<file path="src/rtl/pipeline_ctrl.sv">
`default_nettype none
// ============================================================================
// Module   : pipeline_ctrl
// Purpose  : Hazard unit for a 5-stage pipeline: operand forwarding, load-use
//            stall, branch flush, and a RUN/MEM_WAIT FSM that freezes the
//            pipeline while data memory is busy, with a timeout that abandons
//            the access and raises a sticky MemErr.
// Options  : define PIPE_CTRL_PERF_EN to add saturating StallCycles and
//            FlushCount performance counters.
// Revision : 1.0 - initial release
// ============================================================================
module pipeline_ctrl #(
  parameter int MEM_TIMEOUT = 15
) (
  input  logic       clk,
  input  logic       rst_n,
  input  logic [4:0] Rs1D,
  input  logic [4:0] Rs2D,
  input  logic [4:0] Rs1E,
  input  logic [4:0] Rs2E,
  input  logic [4:0] RdE,
  input  logic [1:0] ResultSrcE,
  input  logic [4:0] RdM,
  input  logic [4:0] RdW,
  input  logic       RegWriteM,
  input  logic       RegWriteW,
  input  logic       PCSrcE,
  input  logic       MemReqM,
  input  logic       MemAckM,
  output logic       StallF,
  output logic       StallD,
  output logic       StallE,
  output logic       StallM,
  output logic       FlushD,
  output logic       FlushE,
  output logic       FlushW,
  output logic [1:0] ForwardAE,
  output logic [1:0] ForwardBE,
  output logic       MemBusy,
  output logic       MemErr
`ifdef PIPE_CTRL_PERF_EN
  ,
  output logic [31:0] StallCycles,
  output logic [31:0] FlushCount
`endif
);

  localparam logic [0:0] c_RUN      = 1'b0;
  localparam logic [0:0] c_MEM_WAIT = 1'b1;
  // Counter value seen in the last permitted wait cycle.
  localparam logic [7:0] c_WAIT_LAST = 8'(MEM_TIMEOUT - 1);
  localparam logic [1:0] c_RES_LOAD = 2'b01;

  logic [0:0] r_state;
  logic [0:0] w_state_next;
  logic [7:0] r_wait_cnt;
  logic       r_mem_err;
  logic       w_lw_stall;
  logic       w_timeout;
  logic       w_mem_stall;

  // Operand forwarding: the younger producer in Memory wins over Writeback; x0 never forwards.
  always_comb begin
    ForwardAE = 2'b00;
    ForwardBE = 2'b00;
    if (RegWriteM && (RdM != 5'd0) && (RdM == Rs1E))      ForwardAE = 2'b10;
    else if (RegWriteW && (RdW != 5'd0) && (RdW == Rs1E)) ForwardAE = 2'b01;
    if (RegWriteM && (RdM != 5'd0) && (RdM == Rs2E))      ForwardBE = 2'b10;
    else if (RegWriteW && (RdW != 5'd0) && (RdW == Rs2E)) ForwardBE = 2'b01;
  end

  assign w_lw_stall = (ResultSrcE == c_RES_LOAD) && (RdE != 5'd0) &&
                      ((RdE == Rs1D) || (RdE == Rs2D));

  // An ack arriving in the final wait cycle wins, so timeout requires !MemAckM.
  assign w_timeout   = (r_state == c_MEM_WAIT) && (r_wait_cnt == c_WAIT_LAST) && !MemAckM;
  assign w_mem_stall = ((r_state == c_RUN) && MemReqM && !MemAckM) ||
                       ((r_state == c_MEM_WAIT) && !MemAckM && !w_timeout);

  // State register.
  always_ff @(posedge clk or negedge rst_n) begin
    if (!rst_n) r_state <= c_RUN;
    else        r_state <= w_state_next;
  end

  // Next-state: enter wait on an unacknowledged access, leave on ack or timeout.
  always_comb begin
    w_state_next = r_state;
    case (r_state)
      c_RUN:      if (MemReqM && !MemAckM)   w_state_next = c_MEM_WAIT;
      c_MEM_WAIT: if (MemAckM || w_timeout)  w_state_next = c_RUN;
      default:                               w_state_next = c_RUN;
    endcase
  end

  // Stall/flush outputs: a memory stall freezes everything and overrides load-use and branch.
  always_comb begin
    StallF = w_lw_stall;
    StallD = w_lw_stall;
    StallE = 1'b0;
    StallM = 1'b0;
    FlushD = PCSrcE;
    FlushE = w_lw_stall | PCSrcE;
    FlushW = 1'b0;
    if (w_mem_stall) begin
      StallF = 1'b1;
      StallD = 1'b1;
      StallE = 1'b1;
      StallM = 1'b1;
      FlushD = 1'b0;
      FlushE = 1'b0;
      FlushW = 1'b1;
    end
  end

  // Wait counter restarts on entry to MEM_WAIT; error flag is sticky until reset.
  always_ff @(posedge clk or negedge rst_n) begin
    if (!rst_n) begin
      r_wait_cnt <= 8'd0;
      r_mem_err  <= 1'b0;
    end else begin
      if ((r_state == c_RUN) && (w_state_next == c_MEM_WAIT)) r_wait_cnt <= 8'd0;
      else if (r_state == c_MEM_WAIT)                         r_wait_cnt <= r_wait_cnt + 8'd1;
      if (w_timeout) r_mem_err <= 1'b1;
    end
  end

  assign MemBusy = (r_state == c_MEM_WAIT);
  assign MemErr  = r_mem_err;

`ifdef PIPE_CTRL_PERF_EN
  logic [31:0] r_stall_cycles;
  logic [31:0] r_flush_count;

  // Saturating event counters for front-end stall cycles and decode flushes.
  always_ff @(posedge clk or negedge rst_n) begin
    if (!rst_n) begin
      r_stall_cycles <= 32'd0;
      r_flush_count  <= 32'd0;
    end else begin
      if (StallF && (r_stall_cycles != 32'hFFFF_FFFF)) r_stall_cycles <= r_stall_cycles + 32'd1;
      if (FlushD && (r_flush_count  != 32'hFFFF_FFFF)) r_flush_count  <= r_flush_count + 32'd1;
    end
  end

  assign StallCycles = r_stall_cycles;
  assign FlushCount  = r_flush_count;
`endif

endmodule
`default_nettype wire

</file>
<file path="config.mk">
export PLATFORM = sky130hd
export DESIGN_NAME = pipeline_ctrl
export DESIGN_NICKNAME = d
export VERILOG_FILES = /design/src/rtl/pipeline_ctrl.sv
export SDC_FILE = /design/constraint.sdc
export NUM_CORES = 1
export LEC_CHECK = 0
export CAP_MARGIN = 25
export CORE_MARGIN = 1
export CORE_UTILIZATION = 25
export CTS_CLUSTER_DIAMETER = 200
export DETAILED_ROUTE_END_ITERATION = 6
export PLACE_DENSITY = 0.7
export SLEW_MARGIN = 5
export SYNTH_ARGS = -nofsm -noshare
export SYNTH_HDL_FRONTEND = slang
export SYNTH_SLANG_ARGS = --single-unit
</file>
<file path="constraint.sdc">
create_clock -name clk -period 1.7 [get_ports clk]
set_clock_uncertainty 0.15 [all_clocks]
set_input_delay 0.34 -clock clk [delete_from_list [all_inputs] [get_ports clk]]
set_output_delay 0.34 -clock clk [all_outputs]
set_load 0.02 [all_outputs]
</file>
Word level (Yosys, flattened, before mapping)
Index checks and enable logic that the tools add are counted.
Widths: inputs -> output; s select.
- bits in read-only memories: 0
- input bits: 44
- bits in latches: 0
- memory bits (writable): 0
- memories kept: 0
- register bits after elaboration: 10
- output and inout port bits: 13
- reduce and logical (&&, ||, !) cells: 25
- $mul: 0
- div/mod/pow operators: 0
- bitwise operators: 2
- mux-type cells: 13
- shift operators: 0
- add/sub/neg operators: 1
- eq/ne operators: 8
- magnitude comparators: 0
- operators by type and width (kind ; number):
    $eq 5x5->1 ; 6
    $logic_and 1x1->1 ; 16
    $mux 8 ; 2
    $reduce_bool 5->1 ; 3
    $add 8x1->8 const B ; 1
    $eq 8x4->1 const B ; 1
    $mux 1 ; 8
    $mux 2 ; 2
    $logic_or 1x1->1 ; 3
    $eq 2x1->1 const B ; 1
    $logic_not 1->1 ; 2
    $pmux 1 s2 ; 1
    $reduce_bool 2->1 ; 1
    $not 1->1 ; 1
    $or 1x1->1 ; 1

Depth between registers and ports, before layout
- depth after elaboration: 8
- mapped depth: 7
- gate-level depth less buffers: 6

Worst setup path after synthesis
No wires, ideal clock.
- path type: register to output
- start point: register r_wait_cnt[0]
- end point: output port FlushE
- path slack: -0.667 ns
- path buffers: 0
- cell stages (with the launch flop): 7
- data required time: 1.210 ns
- arrival: 1.877 ns
- cells stage by stage: dfrtp_1 inv_1 ha_1 nand4b_1 o311ai_2 nand2_1 o31ai_1
- word-level cells in the longest chain between the ends: 7
- RTL lines (element ; line ; source):
    start: declaration ; 56 ; logic [7:0] r_wait_cnt;
    start signal: assignment ; 123 ; else if (r_state == c_MEM_WAIT) r_wait_cnt <= r_wait_cnt + 8'd1;
    $eq 8x4->1 ; 76 ; assign w_timeout = (r_state == c_MEM_WAIT) && (r_wait_cnt == c_WAIT_LAST) && !MemAckM;
    $logic_and 1x1->1 (2 in a row) ; 76 ;
    $logic_not 1->1 ; 78 ; ((r_state == c_MEM_WAIT) && !MemAckM && !w_timeout);
    $logic_and 1x1->1 ; 78 ;
    $logic_or 1x1->1 ; 77 ; assign w_mem_stall = ((r_state == c_RUN) && MemReqM && !MemAckM) ||
    $mux 1 ; 105 ; if (w_mem_stall) begin
    end: declaration ; 35 ; output logic FlushE,
Every way passes these cells.

Worst setup path after layout
Ends and elaborated chain as after synthesis.

==> qor.yml <==
yosys.area.top_type: "dfrtp_1"
finalCritPeriodShare: 1.37
cap_violations: 0
ant_nets: 0
synth_top_family_by_area: "XOR/XNOR gates"
worst_slack_ns: -0.633
core_um2: 3440
synthDistinctLibCells: 30
fin_crit_ns: 2.33
report.final.slew_viol_count: 0
synth_nets: 152
antenna_cells: 0
num_vias: 1202
path_class: "flop to primary output"
outcome: "complete, but fails checks"
power_density_nw_per_um2: 556
rsz0062_at_grt: "true"
path_cells: "inv_1 > ha_2 > nand4b_1 > o311ai_4 > buf_4 > nand3_4 > o31ai_4 > buf_6"
setup_viol: 13
cts_tree: "done"
synth_warnings: 0
leakagePower_uw: 0.000957
start_util: 0.270
avgSynthCellArea_um2: 8.78
yosys.area_share.xor_xnor: 0.292
place.gp.congestion: 0.817
synth_adder_area_share: 0.0269
dp_worst_setup_slack_ns: -1.23
n_fill_cell: 304
hold_viol_final: 0
netlist_area_um2: 931
ir_drop_v: 0.000324
worst-path-max-fanout: 2
dieArea_um2: 3970
drive_gt1_frac: 0.478
critPathSlowestCell: "dfrtp_1"
antenna_found_initial: 0
io_buffers: 56
num_rows: 21
yosysSeqAreaShare: 0.269
die_h_um: 63.0
clkTransAtPathRegs_ns: 0.05
htreeDepth: 1
finalNetCount: 252
finalWirelength_um: 3720
synth_mux_area_frac: 0
holdBufCountCts: 0
wl_per_cell_um: 14.8
grt.total_usage: 0.181
numCtsBuffers: 3
yosys-top-cells-area: "dfrtp_1 (27%), xor2_1 (23%), xnor2_1 (6.6%), nand3_1 (5.4%), o21ai_0 (3.8%)"
synth-seq-cells: 10
clock_sinks: 10
worst_pin_slew_ns: 0.465
timing.fmax_mhz: 429
clkLatencyLatePin_ns: 0.24
synth_compound_area_frac: 0.120
grt_max_degree: 11
grt_pass1_vias: 1272
drtIter0Drc: 19
dp_hpwl_um: 2590
io_pins: 57
overflow: 0
via_per_inst: 4.79
crit_arrival_ns: 1.84
violations: "setup timing"
synthesis.instances: 106
slew_headroom: 0.689
synth_top_area_frac: 0.269
start_kind: "flop"
drc: 0
fin_setup_tns_ns: -6.07
die_w_um: 63.0
cts_max_path_buffers: 2
cp_top_family: "buffers and inverters"
grt_pass1_wl_um: 5580
hp-class: "input port to asynchronous set/reset pin"
cp_data_required_time_ns: 1.21
first_pass_iters: 4
worst-path-buf-inv: 3
cts-root-buf: "clkbuf_8"
max_stage_delay_ns: 0.37
ff_latch_area_um2: 250
multi_input_area_um2: 833
cp-end-kind: "primary output"
synth-simple-area-share: 0.249
area_growth_pct: 122
==> layout make-up <==
cell class	count	area share
timing repair buffer	98	0.412
multi-input combinational	88	0.403
sequential	10	0.121
tap	46	0.0279
clock buffer	4	0.0267
inverter	5	0.00909
==> kinds of logic (layout without fill, tap and decap cells) <==
kind of cell,Yosys count,in the layout
flip-flops,10,10
XOR/XNOR,31,31
adder cells (fa/ha/maj),2,2
buffers and inverters,8,107
AO/OA/AOI/OAI,16,16
AND/OR/NAND/NOR,39,39
==> layer usage <==
layer | track usage | routed length (µm)
met5 | 0 | 0
met2 | 0.367 | 2160
met1 | 0.173 | 1300
met4 | 0.0610 | 29
met3 | 0.0383 | 234
==> power by group <==
group | total (µW) | leakage, µW | switching [µW] | internal [µW]
logic | 547 | 0.000798 | 253 | 294
clock network | 310 | 0.0000288 | 106 | 205
registers | 291 | 0.000130 | 20.1 | 271
total | 1150 | 0.000957 | 379 | 770
==> final timing paths <==
check | cells past startpoint | slack, ns | start | end
worst max-delay path | 8 | -0.63 | r_wait_cnt[0] | FlushE
worst min-delay path | 1 | 0.27 | rst_n | r_wait_cnt[5]
max in group asynchronous | 1 | 0.81 | rst_n | r_wait_cnt[1]
min in group clk | 2 | 0.32 | MemErr | MemErr
worst max register to register | 11 | -0.40 | r_wait_cnt[0] | MemErr
worst min register to register | 2 | 0.32 | MemErr | MemErr
==> sequential cells by signal (all words and copies together), names as in the netlist <==
| register | flops |
|---|---|
| r_wait_cnt | 8 |
| MemBusy | 1 |
| MemErr | 1 |
==> stage by stage <==
stage / cells / hold WS [ns] / util / total power (µW) / area (µm²)
2_1_floorplan: 106 / -0.106 / - / 516 / 1020
3_3_place_gp: 236 / 0.294 / 0.535 / 787 / 1840
3_5_place_dp: 236 / 0.300 / 0.535 / 800 / 1840
4_1_cts: 252 / 0.282 / 0.591 / 1120 / 2030
5_1_grt: 251 / 0.307 / 0.600 / 1210 / 2070
6_report: 251 / 0.268 / 0.600 / 1150 / 2070
==> cell usage after synthesis (all sizes together) <==
cell,instances
a22oi,1
and2,1
and3,2
buf,3
dfrtp,10
ha,2
inv,5
nand2,7
nand2b,1
nand3,10
nand4,2
nand4b,1
nor2,2
nor2b,1
nor3,2
nor4,4
o211ai,1
o21ai,9
o21bai,1
o311ai,1
o31ai,2
o41ai,1
or2,1
or4,5
xnor2,7
xor2,24
==> cell usage in the layout, fill, tap and decap left out, types with 2 or more instances in the layout <==
cell type        instances
nand3_2                  2
clkbuf_2                 6
nand3_1                  7
nand2_1                  6
or4_4                    4
buf_2                    6
clkbuf_8                 4
and3_1                   2
o21ai_0                  7
dlymetal6s2s_1           3
buf_6                   19
xor2_1                  24
clkdlybuf4s15_1          2
xnor2_1                  2
dfrtp_1                 10
clkdlybuf4s50_1         18
nand4_1                  2
inv_1                    4
nor3_1                   2
dlygate4sd2_1            7
nor2_1                   2
xnor2_2                  4
nor4_4                   4
buf_4                   37
==> what timing repair did <==
item / CTS / global route
buffers inserted: 13 / 2
endpoints found under the setup margin: 12 / 14
pin swaps: 15 / 18
gates cloned: 0 / 0
resized for setup: 121 / 38
endpoints found under the hold margin: 0 / 0
Power figures use the tool's default switching activity.
